$ cat src/rtl/frogger_pkg.sv
// Shared frogger definitions: move directions (also used by the frog controller
// and sprite orientation) and the repeat FSM state encoding.
package frogger_pkg;

  typedef enum logic [1:0] {
    DIR_UP    = 2'b00,
    DIR_DOWN  = 2'b01,
    DIR_LEFT  = 2'b10,
    DIR_RIGHT = 2'b11
  } dir_e;

  typedef enum logic [1:0] {
    RPT_IDLE   = 2'b00,
    RPT_DELAY  = 2'b01,
    RPT_REPEAT = 2'b10
  } rpt_state_e;

  // Fixed priority for same-cycle presses: up > down > left > right.
  function automatic dir_e pick_dir(input logic [3:0] p);
    if (p[0]) return DIR_UP;
    else if (p[1]) return DIR_DOWN;
    else if (p[2]) return DIR_LEFT;
    else return DIR_RIGHT;
  endfunction

endpackage

$ cat src/rtl/switch_debounce.sv
// One raw switch: 2-flop synchroniser followed by a consecutive-cycle debouncer.
module switch_debounce #(
  parameter int DEBOUNCE_CYCLES = 250000
) (
  input  logic clk,
  input  logic reset_n,
  input  logic raw,
  output logic stable
);

  localparam int CW = (DEBOUNCE_CYCLES > 1) ? $clog2(DEBOUNCE_CYCLES + 1) : 1;
  localparam logic [CW-1:0] LAST = CW'(DEBOUNCE_CYCLES - 1);

  logic          sync1;
  logic          sync2;
  logic [CW-1:0] cnt;

  // stable flips on the DEBOUNCE_CYCLES-th consecutive disagreeing cycle;
  // any agreeing cycle restarts the count, so cnt never passes LAST.
  always_ff @(posedge clk or negedge reset_n) begin
    if (!reset_n) begin
      sync1  <= 1'b0;
      sync2  <= 1'b0;
      cnt    <= '0;
      stable <= 1'b0;
    end else begin
      sync1 <= raw;
      sync2 <= sync1;
      if (sync2 != stable) begin
        if (cnt == LAST) begin
          stable <= ~stable;
          cnt    <= '0;
        end else begin
          cnt <= cnt + 1'b1;
        end
      end else begin
        cnt <= '0;
      end
    end
  end

endmodule

$ cat src/rtl/frog_move_input.sv
// Switch front end for the frog controller: debounce, press detect, priority
// arbitration, hold-to-repeat and a single-entry valid/ready command register.
module frog_move_input
  import frogger_pkg::*;
#(
  parameter int DEBOUNCE_CYCLES = 250000,
  parameter int REPEAT_DELAY    = 6250000,
  parameter int REPEAT_PERIOD   = 3125000
) (
  input  logic       clk,
  input  logic       reset_n,
  input  logic       switch1,
  input  logic       switch2,
  input  logic       switch3,
  input  logic       switch4,
  input  logic       lock,
  input  logic       move_ready,
  output logic       move_valid,
  output logic [1:0] move_dir,
  output logic [3:0] switch_state,
  output logic [1:0] dbg_state
);

  localparam int TMAX = (REPEAT_DELAY > REPEAT_PERIOD) ? REPEAT_DELAY : REPEAT_PERIOD;
  localparam int TW   = (TMAX > 1) ? $clog2(TMAX + 1) : 1;
  localparam logic [TW-1:0] DELAY_LOAD  = TW'((REPEAT_DELAY > 0) ? REPEAT_DELAY - 1 : 0);
  localparam logic [TW-1:0] PERIOD_LOAD = TW'(REPEAT_PERIOD - 1);
  localparam bit REPEAT_EN = (REPEAT_DELAY > 0);

  logic [3:0]    sw_raw;
  logic [3:0]    stable_d;
  logic [3:0]    press;
  logic          press_any;
  dir_e          press_dir;
  dir_e          held_dir;
  dir_e          cmd_dir;
  rpt_state_e    state;
  logic [TW-1:0] timer;
  logic          rpt_fire;
  logic          issue_press;
  logic          issue_rpt;

  assign sw_raw = {switch4, switch3, switch2, switch1};

  for (genvar i = 0; i < 4; i++) begin : g_deb
    switch_debounce #(.DEBOUNCE_CYCLES(DEBOUNCE_CYCLES)) u_deb (
      .clk    (clk),
      .reset_n(reset_n),
      .raw    (sw_raw[i]),
      .stable (switch_state[i])
    );
  end

  assign press     = switch_state & ~stable_d;
  assign press_any = |press;
  assign press_dir = pick_dir(press);

  // A repeat only fires while its direction is still held; a press beats a
  // repeat for the output register in the same cycle.
  assign rpt_fire    = (state != RPT_IDLE) && (timer == '0) && switch_state[held_dir];
  assign issue_press = !lock && !move_valid && press_any;
  assign issue_rpt   = !lock && !move_valid && !press_any && rpt_fire;
  assign cmd_dir     = press_any ? press_dir : held_dir;
  assign dbg_state   = state;

  // Handshake: move_valid/move_dir are held stable until an edge sees
  // move_valid && move_ready; that edge clears move_valid, and a new command
  // may load no earlier than the following edge (commands arising while the
  // register is occupied are dropped).
  always_ff @(posedge clk or negedge reset_n) begin
    if (!reset_n) begin
      stable_d   <= 4'b0000;
      move_valid <= 1'b0;
      move_dir   <= DIR_UP;
      state      <= RPT_IDLE;
      timer      <= '0;
      held_dir   <= DIR_UP;
    end else begin
      stable_d <= switch_state;
      if (lock) begin
        move_valid <= 1'b0;
        state      <= RPT_IDLE;
        timer      <= '0;
      end else begin
        if (move_valid && move_ready) move_valid <= 1'b0;
        if (issue_press || issue_rpt) begin
          move_valid <= 1'b1;
          move_dir   <= cmd_dir;
        end
        case (state)
          RPT_IDLE: begin
            if (issue_press && REPEAT_EN) begin
              state    <= RPT_DELAY;
              timer    <= DELAY_LOAD;
              held_dir <= press_dir;
            end
          end
          RPT_DELAY, RPT_REPEAT: begin
            if (issue_press && (press_dir < held_dir)) begin
              state    <= RPT_DELAY;
              timer    <= DELAY_LOAD;
              held_dir <= press_dir;
            end else if (!switch_state[held_dir]) begin
              state <= RPT_IDLE;
              timer <= '0;
            end else if (timer == '0) begin
              // Period continues even if this repeat was dropped.
              state <= RPT_REPEAT;
              timer <= PERIOD_LOAD;
            end else begin
              timer <= timer - 1'b1;
            end
          end
          default: begin
            state <= RPT_IDLE;
            timer <= '0;
          end
        endcase
      end
    end
  end

endmodule

$ cat config.mk
export PLATFORM = sky130hd
export DESIGN_NAME = frog_move_input
export DESIGN_NICKNAME = d
export VERILOG_FILES = /design/src/rtl/frogger_pkg.sv /design/src/rtl/switch_debounce.sv /design/src/rtl/frog_move_input.sv
export SDC_FILE = /design/constraint.sdc
export NUM_CORES = 1
export LEC_CHECK = 0
export CAP_MARGIN = 20
export CORE_ASPECT_RATIO = 1.2
export CORE_MARGIN = 3
export CORE_UTILIZATION = 53
export CTS_CLUSTER_SIZE = 12
export DETAILED_ROUTE_END_ITERATION = 10
export GPL_TIMING_DRIVEN = 0
export PLACE_DENSITY = 0.7
export SLEW_MARGIN = 20
export SYNTH_ARGS = -nofsm -noshare
export SYNTH_HDL_FRONTEND = slang
export SYNTH_HIERARCHICAL = 1
export SYNTH_SLANG_ARGS = --single-unit
export TNS_END_PERCENT = 1
$ cat constraint.sdc
create_clock -name clk -period 3.1 [get_ports clk]
set_clock_uncertainty 0.15 [all_clocks]
set_input_delay 0.62 -clock clk [delete_from_list [all_inputs] [get_ports clk]]
set_output_delay 0.62 -clock clk [all_outputs]
set_load 0.01 [all_outputs]
* After elaboration in Yosys (flattened, before gate mapping) *
Index checks and enable logic that the tools add are counted.
Widths: inputs -> output; s select.

storage, ports and cells
  register bits after elaboration = 118
  output and inout port bits = 9
  logic and storage cells = 108

operators by class
  add/subtract/negate cells = 5
  magnitude comparators = 2
  eq/ne operators = 14
  mux-type cells = 32
  bitwise logic cells = 7
  reduce and logical (&&, ||, !) cells = 26

operators by type and width
  kind                   number
  $mux 18                8
  $mux 23                5
  $add 18x1->18 const B  4
  $eq 18x18->1 const B   4
  $pmux 23 s2            1
  $logic_not 23->1       1
  $sub 23x1->23 const B  1
  $mux 2                 10
  $reduce_and 2->1       6
  $logic_and 1x1->1      8
  $pmux 2 s2             2
  $mux 1                 5
  $ne 5x5->1 const B     1
  $not 1->1              5
  $and 4x4->4            1
  $ne 1x1->1             4
  $ne 2x2->1 const B     2
  $not 4->4              1
  $reduce_and 4->1       1
  $reduce_bool 2->1      2
  $reduce_or 4->1        1
  $logic_not 1->1        3
  $lt 2x3->1 const B     1
  $ne 3x3->1 const B     1
  8 further kinds        8

* Longest topological paths before layout *
Gate-level depths: netlist of run 1.

  depth after elaboration = 10
  gate-level depth with buffers = 9
  mapped depth without buffers = 7

* Cells and area by module *
Netlist of run 1, hierarchy kept.

modules (own cells, without submodules)
  module           times used  cells an instance  area an instance (um^2)  seq. area each (um^2)
  switch_debounce  4           99                 1029.7                   525.5
  frog_move_input  1           223                2133.3                   850.8

* Worst setup path after synthesis of run 1 *
OpenSTA, ideal clock, no wires.

  path kind = input to register
  start point = in lock
  end point = reg state[0], in the netlist dbg_state[0]
  library setup time = 66 ps
  arrival = 2218 ps
  required time = 2884 ps
  setup slack = 666 ps
  stages on the path = 7
  path buffers = 2
  cell sequence = or2_2 > a41oi_1 > and3_1 > buf_2 > a32o_1 > clkbuf_1 > a22o_1

between the ends
  cells in the longest elaborated chain, start to end = 7
  elaborated cells between the ends (all ways) = 10
  classes of those cells = eq/ne (2); mux (3); reduce/logical (5)

ends and longest elaborated chain
  item                            RTL line                text
  from (decl)                     frog_move_input.sv:16   input logic lock,
  $logic_not 1->1                 frog_move_input.sv:61   assign issue_press = !lock && !move_valid && press_any;
  $logic_and 1x1->1 (2 in a row)  frog_move_input.sv:61
  $logic_and 1x1->1               frog_move_input.sv:99   if (issue_press && (press_dir < held_dir)) begin
  $mux 2                          frog_move_input.sv:99
  $pmux 2 s2                      frog_move_input.sv:90   case (state)
  $mux 2                          frog_move_input.sv:80   if (lock) begin
  to (signal assigned)            frog_move_input.sv:82   state <= RPT_IDLE;
  to (signal assigned)            frog_move_input.sv:93   state <= RPT_DELAY;
  to (signal assigned)            frog_move_input.sv:100  state <= RPT_DELAY;
  to (decl)                       frog_move_input.sv:37   rpt_state_e state;

Several ways; a longest one is shown, not always the timed one.
A chain may end at the register's enable or synchronous reset.

* Worst setup path in the final report of run 1 *
Same ends and word-level chain as after synthesis.

==> out/results.txt, run 1 <==
The flow ran to the end, and the final reports show no timing, DRC or antenna violations. Layout net count: 673. The cell family contributing the most delay on the critical path is buffers and inverters. Summed over all failing endpoints, the final setup total negative slack is 0 ps. The worst hold-check path type was flip-flop to flip-flop.

In this run the number of H-tree levels came out at 4. Input and output buffers added on the ports amount to 16. Relative to the synthesized area, the layout overhead comes to 17.67%.

The fraction of layout cells with a size suffix above 1 is 0.1317, and the cell row count is 42. The tools report the first-pass detailed-route iteration total as 5. TritonCTS built the clock tree. Setup repair after global routing left no endpoint under its margin.

The tools report the via count of the first global-routing pass as 4,824. Maximum ir drop on the vdd rail: 0.4906 mV. The total number of yosys warnings is 6, and the first-pass GRT wire length is 22,890 microns. The routed via count divided by cell count was 5.970; the layout filler cell count was 901. The sequential cell area fraction in the yosys report is 0.4723. The worst setup path is of the primary input to flip-flop kind. The finished cells cover 7357 sq um. Based on the critical path, the design can be clocked at up to 346.0 MHz. The logs give 0.5534 for the effective utilization at floorplan and 11,300 sq um for the core region area.

By count the netlist is led by sky130_fd_sc_hd__dfrtp_1 (118), sky130_fd_sc_hd__nor2_1 (91), sky130_fd_sc_hd__xnor2_1 (40). For the number of max-cap violations, the log shows 0. The worst hold path begins at g_deb[0].u_deb/sync1.

The floorplan step set the die width to 105.2 microns. The tools report the final-report setup violation count as 0. Sorting the synthesized cells by area gives the leading types as sky130_fd_sc_hd__dfrtp_1 (47%), sky130_fd_sc_hd__xnor2_1 (5.6%), sky130_fd_sc_hd__nor2_1 (5.5%).

The clock buffer count from CTS was 17. The pin count of the biggest net entering global routing was 79; the largest buffer count on any clock path was 2. In this run the static leakage power is 0.003162 uW. Synthesis produced a netlist with a net count of 636. The worst setup path is captured at a flip-flop. Clock-pin slew was measured on the worst setup and hold paths at 50 ps. The remaining routing DRC violations was 0; the wire length after detailed routing was 13,040 microns. The average wire per standard cell was 15.86 microns. For the post-synthesis instance area, the log shows 6252 sq um.

STA puts the critical path data arrival time at 3090 ps. Synthesis produced a netlist whose cell count is 619. Summing over every cut layer, the via total after detailed routing is 4,907. The worst slew margin relative to its limit was 0.5807; the buffering stage count on the worst path with inverters included was 3. For the worst setup path, the data required time is 3300 ps.

The shortest period the worst path allows was 2890 ps; the routability congestion estimate from global placement was 0.8619. The count of nets left with antenna violations once routing finished came out at 0. The initial antenna violation count is 0, and the number of synthesized flops with an enable pin is 0.

The highest net fanout along the worst path is 10, and the height of the chip is 125.0 microns. Library cell occupying the most area in the post-synthesis netlist: sky130_fd_sc_hd__dfrtp_1. The fraction of synthesis flops using an asynchronous set or reset pin is 1.000. Walking the worst path, the cells encountered are clkdlybuf4s50_1 > or2_2 > a41oi_2 > and3_1 > buf_2 > a32o_1 > clkbuf_1 > a22o_1.

After the flow finishes, the layout carries non-filler instances totaling 822. In the synthesized netlist the dominant register cell turns out to be sky130_fd_sc_hd__dfrtp_1. The tools report the top-level port count as 17. In this run, placement finished with an instance count of 790.

Once placement finished, the instance area stood at 6634 sq um. At the later pin of the worst-skew pair, clock insertion delay measures 410 ps. The logs give 8670 microns for the final HPWL from detailed placement and 62 for the number of unique standard cell types used by synthesis. In this run the mean area of a mapped cell was 10.10 sq um.

Worst flop-to-flop path startpoint: g_deb[1].u_deb/stable. Final hold violation count: 0. The count of clock tree sinks is 118. The register-to-register path setup slack came out at 280 ps. Final worst-path cycle share: 0.9322.

The tools report the startpoint type of the worst setup path as a primary input. Tracing the worst setup path back leads to its startpoint at lock. The power density normalized to cell area is 567.6 nW/um^2.

The overall track demand over capacity in global routing came out at 0.2130. The final-report max-slew violation count is 0, and the total power of the final layout is 4176 uW. The number of DRC markers in iteration 0 was 270. The tree is rooted in a sky130_fd_sc_hd__clkbuf_16. The slowest stage of the critical path belongs to the cell sky130_fd_sc_hd__clkdlybuf4s50_1. Share of Yosys cell area claimed by the top area cell type: 0.4723.

The transition time at the pin with the least slew margin came out at 626.9 ps. In this run, synthesis produced a sequential element count of 118. Summed over all layers, the global routing overflow is 0. For the number of diodes added for antenna fixing, the log shows 0. The overall die area was 13,140 sq um; the smallest hold slack was 200.3 ps. The stage delay of the slowest cell on the critical path was 540 ps.

In the post-synthesis netlist, the cell with the most instances is sky130_fd_sc_hd__dfrtp_1.
-- metal layers --
layer / GRT usage / wire length, microns / up-vias
li1: - / - / 2352
met1: 0.2792 / 5875 / 2430
met2: 0.3370 / 6459 / 111
met3: 0.06134 / 547 / 14
met4: 0.08031 / 157 / 0
met5: 0 / 0 / -
-- registers in the layout, summed over array words and instances, names as in the netlist --
signal / count
g_deb.u_deb/cnt: 72
held_dir: 2
dbg_state: 2
move_valid: 1
move_dir: 2
g_deb.u_deb/stable: 4
g_deb.u_deb/sync1: 4
stable_d: 4
g_deb.u_deb/sync2: 4
timer: 23
-- power by group --
group	switching (uW)	internal, uW
registers	26.9	1570
logic	179	110
clock network	665	1630
total	871	3310
-- kinds of logic after synthesis --
group | synth area share
buffers and inverters | 0.03442
AO/OA/AOI/OAI | 0.1189
flip-flops | 0.4723
XOR/XNOR | 0.08825
multiplexers | 0.01781
AND/OR/NAND/NOR | 0.2504
adder cells (fa/ha/maj) | 0.01801
-- area by class of cell --
type	instances	area (sq um)	share of cell area
Multi-Input combinational cell	461	3099	0.4213
Sequential cell	118	2953	0.4014
Clock buffer	23	508.0	0.06905
Timing Repair Buffer	18	198.9	0.02704
Tap cell	154	192.7	0.02619
Clock inverter	8	190.2	0.02585
Buffer	19	136.4	0.01854
Inverter	21	78.83	0.01071
-- worst reg2reg max path, cell delays in order, from the launching register on --
cell and delay (ps):
sky130_fd_sc_hd__dfrtp_1 470, sky130_fd_sc_hd__nor2b_1 290, sky130_fd_sc_hd__nor2_1 120, sky130_fd_sc_hd__ha_1 330
sky130_fd_sc_hd__a21oi_1 250, sky130_fd_sc_hd__and3_1 180, sky130_fd_sc_hd__buf_2 180, sky130_fd_sc_hd__a32o_1 140
sky130_fd_sc_hd__clkbuf_1 410, sky130_fd_sc_hd__a22o_1 220
-- metrics by stage --
step	util	worst slack [ps]
after detailed placement	0.5872	-354.7
after global placement	0.5846	-3252
after CTS	0.6498	89.49
after global routing	0.6512	4.906
final	0.6512	210.1
after floorplan	-	666.2
-- worst paths after layout --
check	end	depth (start not counted)
setup / recovery	dbg_state[0]	8
hold / removal	g_deb[0].u_deb/sync2	0
setup reg to reg	dbg_state[0]	9
hold reg to reg	g_deb[0].u_deb/sync2	0
max in group asynchronous	g_deb[3].u_deb/cnt[9]	3
min in group asynchronous	timer[20]	2
-- repair_timing --
item | in CTS | in global routing
setup endpoints to repair | 0 | 11
hold buffers | 1 | 0
gates resized for setup | 0 | 2
buffers inserted | 0 | 0
hold endpoints to repair | 40 | 0
-- layout by cell type, fill, tap and decap left out, types with 4 or more instances in the layout --
cell / count
sky130_fd_sc_hd__a211o_1: 6
sky130_fd_sc_hd__a21oi_1: 10
sky130_fd_sc_hd__a21oi_2: 4
sky130_fd_sc_hd__a22o_1: 4
sky130_fd_sc_hd__a31oi_1: 8
sky130_fd_sc_hd__and3_2: 4
sky130_fd_sc_hd__and4_1: 8
sky130_fd_sc_hd__buf_2: 4
sky130_fd_sc_hd__buf_6: 5
sky130_fd_sc_hd__bufinv_16: 6
sky130_fd_sc_hd__clkbuf_1: 8
sky130_fd_sc_hd__clkbuf_16: 17
sky130_fd_sc_hd__clkbuf_8: 9
sky130_fd_sc_hd__clkdlybuf4s50_1: 15
sky130_fd_sc_hd__dfrtp_1: 118
sky130_fd_sc_hd__ha_1: 9
sky130_fd_sc_hd__inv_1: 21
sky130_fd_sc_hd__mux2_2: 7
sky130_fd_sc_hd__nand2_1: 28
sky130_fd_sc_hd__nand2b_1: 12
sky130_fd_sc_hd__nand3_1: 32
sky130_fd_sc_hd__nand3_2: 4
sky130_fd_sc_hd__nand4_1: 25
sky130_fd_sc_hd__nand4_2: 4
sky130_fd_sc_hd__nor2_1: 91
sky130_fd_sc_hd__nor3_1: 16
sky130_fd_sc_hd__nor4_1: 30
sky130_fd_sc_hd__o21ai_0: 21
sky130_fd_sc_hd__o41ai_4: 4
sky130_fd_sc_hd__or3_1: 6
sky130_fd_sc_hd__or4_1: 8
sky130_fd_sc_hd__or4_4: 5
sky130_fd_sc_hd__xnor2_1: 40
sky130_fd_sc_hd__xor2_1: 23
(Power assumes the default switching activity.)
==> run 2, diff against run 1 <==
- CORE_ASPECT_RATIO: 1.2 -> 1.4
- PLACE_DENSITY: 0.7 -> 0.73
- clock period: 3.1 -> 2.63 ns (I/O delays scaled with it)
==> out/results.txt, run 2 (synthesis results as in run 1) <==
The run finished, with violations left. The final reports fail on setup timing. The combinational cell fraction of total power was 0.077. The finished layout holds 819 standard cells, fillers aside. The met1 usage in global routing was 0.2692; the highest net fanout along the worst path was 8. For the initial antenna violation count, the log shows 0. Leaving out fill and tap cells, the most frequent cell in the layout is sky130_fd_sc_hd__dfrtp_1. The logs give 0.2116 for the overall track demand over capacity in global routing and 11,450 sq um for the core region area. TritonCTS built the clock tree. The height of the chip is 134.5 microns. Final hold violation count: 0.

The worst hold-check path type was flip-flop to flip-flop. The HPWL after detailed placement is 8713 microns. The clock power share was 0.532; the share of total power in sequential cells was 0.390. The top cell types in the final layout, fill and taps aside, are sky130_fd_sc_hd__dfrtp_1 (117), sky130_fd_sc_hd__nor2_1 (90), sky130_fd_sc_hd__xnor2_1 (40). The number of max-cap violations is 0.

Relative to the synthesized area, the layout overhead comes to 19.21%. Shortest period the worst path allows: 2670 ps. The final-report max-slew violation count was 0; the upper clock frequency limit was 374.5 MHz. The fraction of layout cells with a size suffix above 1 works out to 0.1570.

Area occupied by multi-input gates: 3187 sq um. Number of vias after detailed routing: 5,107. Summed over all cells, the static leakage comes to 0.003206 uW. g_deb.u_deb/cnt holds more flip-flops than any other register.

Once placement completed, the tool counted placed cells totaling 780. Maximum ir drop on the vdd rail: 0.4322 mV. For this run, design rule violations remaining after detail routing come to 0. The logs give 0 for the residual antenna-violating net count after detailed routing and 680 for the layout net count. The number of antenna diodes in the final layout is 0. In this run, the number of DRC markers left after iteration 0 of detailed routing was 310. The area taken by flip-flops and latches was 2954 sq um; the count of input and output buffers was 16. The die is 97.80 microns wide.

Setup violations remaining at the end of the flow were counted as 5. Data on the critical path is required at its endpoint by 2820 ps. Clock tree synthesis inserted a total of 17 buffers.

Setup repair after global routing could not meet its margin everywhere. The net switching power was 1023 uW; the proportion of total power due to net switching was 0.2123. The internal portion of the total power is 3796 uW.

For the worst-skew pair, the clock arrives at the later sink with an insertion delay of 410 ps. The clock edge transition at the registers on the reported setup and hold paths was 50 ps; the post-route worst setup slack was -40.30 ps. The global-route met2 utilization is 0.3589. Overall power consumption after layout is estimated at 4819 uW. In the final layout, the registers with the most flip-flops are g_deb.u_deb/cnt (72), timer (23). The floorplan has 46 rows. Clock tree synthesis found a total of 118 sinks. The number of flip-flops under the largest register name is 72, and the smallest hold slack is 196.0 ps. In the routed layout, each cell is associated on average with a via count of 6.236. The first-pass GRT wire length was 22,940 microns.

The routability congestion estimate from global placement was 0.8388; the top-level port count was 17. The routed design has 13,840 microns of wire. The final worst-path cycle share is 1.015, and the power density normalized to cell area is 646.6 nW/um^2.

The worst setup path is of the primary input to flip-flop kind. Startpoint type of the worst setup path: a primary input. The average wire per standard cell was 16.90 microns. Entering global routing, the biggest net connects 69 pins. Data on the critical path arrives at its endpoint at 2860 ps. The register-to-register path setup slack was 20 ps. The run gives 4,868 as the via count of the first global-routing pass.

The cell sitting at the root of the clock tree is a sky130_fd_sc_hd__clkbuf_16. The tools report the worst slew margin relative to its limit as 0.5538. The transition time at the pin with the least slew margin was 667.0 ps; the effective utilization at floorplan was 0.5459. The H-tree was split into 4 levels. The filler cells instantiated in the layout total 872. The overall die area came out at 13,150 sq um.

The met3 routing resource usage after global routing came out at 0.04393. The routing layer with the top usage in global route was met2. Element type at the critical path end: a flip-flop.

In this run the deepest clock path goes through 2 buffers. The run gives 0 as the total global routing overflow. The pre-antenna-repair detailed-routing pass consisted of 5 iterations.
-- run 2: timing repair --
item	4_1_cts	5_1_grt
cloned	0	1
gates resized for setup	6	15
endpoints found under the hold margin	50	0
pin swaps	2	0
setup endpoints to repair	23	27
setup buffers	3	4
hold buffers	1	0
-- run 2: metal layers --
layer,vias to the layer above,routed length (microns)
li1,2371,-
met1,2511,5678
met2,179,7044
met3,46,672
met4,0,447
met5,-,0
-- run 2: final cells by class --
class,count,area share
Clock inverter,8,0.02249
Tap cell,144,0.02417
Inverter,21,0.01058
Clock buffer,23,0.06681
Sequential cell,118,0.3963
Buffer,18,0.01830
Timing Repair Buffer,25,0.03374
Multi-Input combinational cell,462,0.4276
-- run 2: power groups by stage --
stage	logic [uW]	registers, uW	clock network, uW
after floorplan	225	1900	0
after global placement	325	1910	0
after detailed placement	336	1910	0
after CTS	362	1880	2600
after global routing	411	1880	2700
final	373	1880	2570
-- run 2: path summary, 6_finish.rpt --
| kind | start | endpoint | depth (start not counted) |
|---|---|---|---|
| setup / recovery | lock | dbg_state[0] | 8 |
| hold / removal | g_deb[2].u_deb/sync1 | g_deb[2].u_deb/sync2 | 0 |
| setup reg to reg | dbg_state[0] | timer[14] | 7 |
| hold reg to reg | g_deb[2].u_deb/sync1 | g_deb[2].u_deb/sync2 | 0 |
| max in group asynchronous | reset_n | g_deb[0].u_deb/stable | 3 |
| min in group asynchronous | reset_n | timer[20] | 2 |
-- run 2: metrics by stage --
step	util	area (sq um)	TNS [ps]	setup slack, ps
after floorplan	-	6252	0	230.5
after global placement	0.5756	6593	-437020	-3612
after detailed placement	0.5781	6621	-12990	-666.6
after CTS	0.6409	7341	0	18.17
after global routing	0.6508	7453	-1104	-111.9
final	0.6508	7453	-89.27	-40.30
-- run 2: worst max-delay path, stage by stage --
cell                              delay [ps]
sky130_fd_sc_hd__clkdlybuf4s50_1         590
sky130_fd_sc_hd__or2_2                   420
sky130_fd_sc_hd__a41oi_4                 310
sky130_fd_sc_hd__buf_4                   180
sky130_fd_sc_hd__and3_1                  150
sky130_fd_sc_hd__buf_2                   220
sky130_fd_sc_hd__a32o_2                  290
sky130_fd_sc_hd__a22o_1                  180
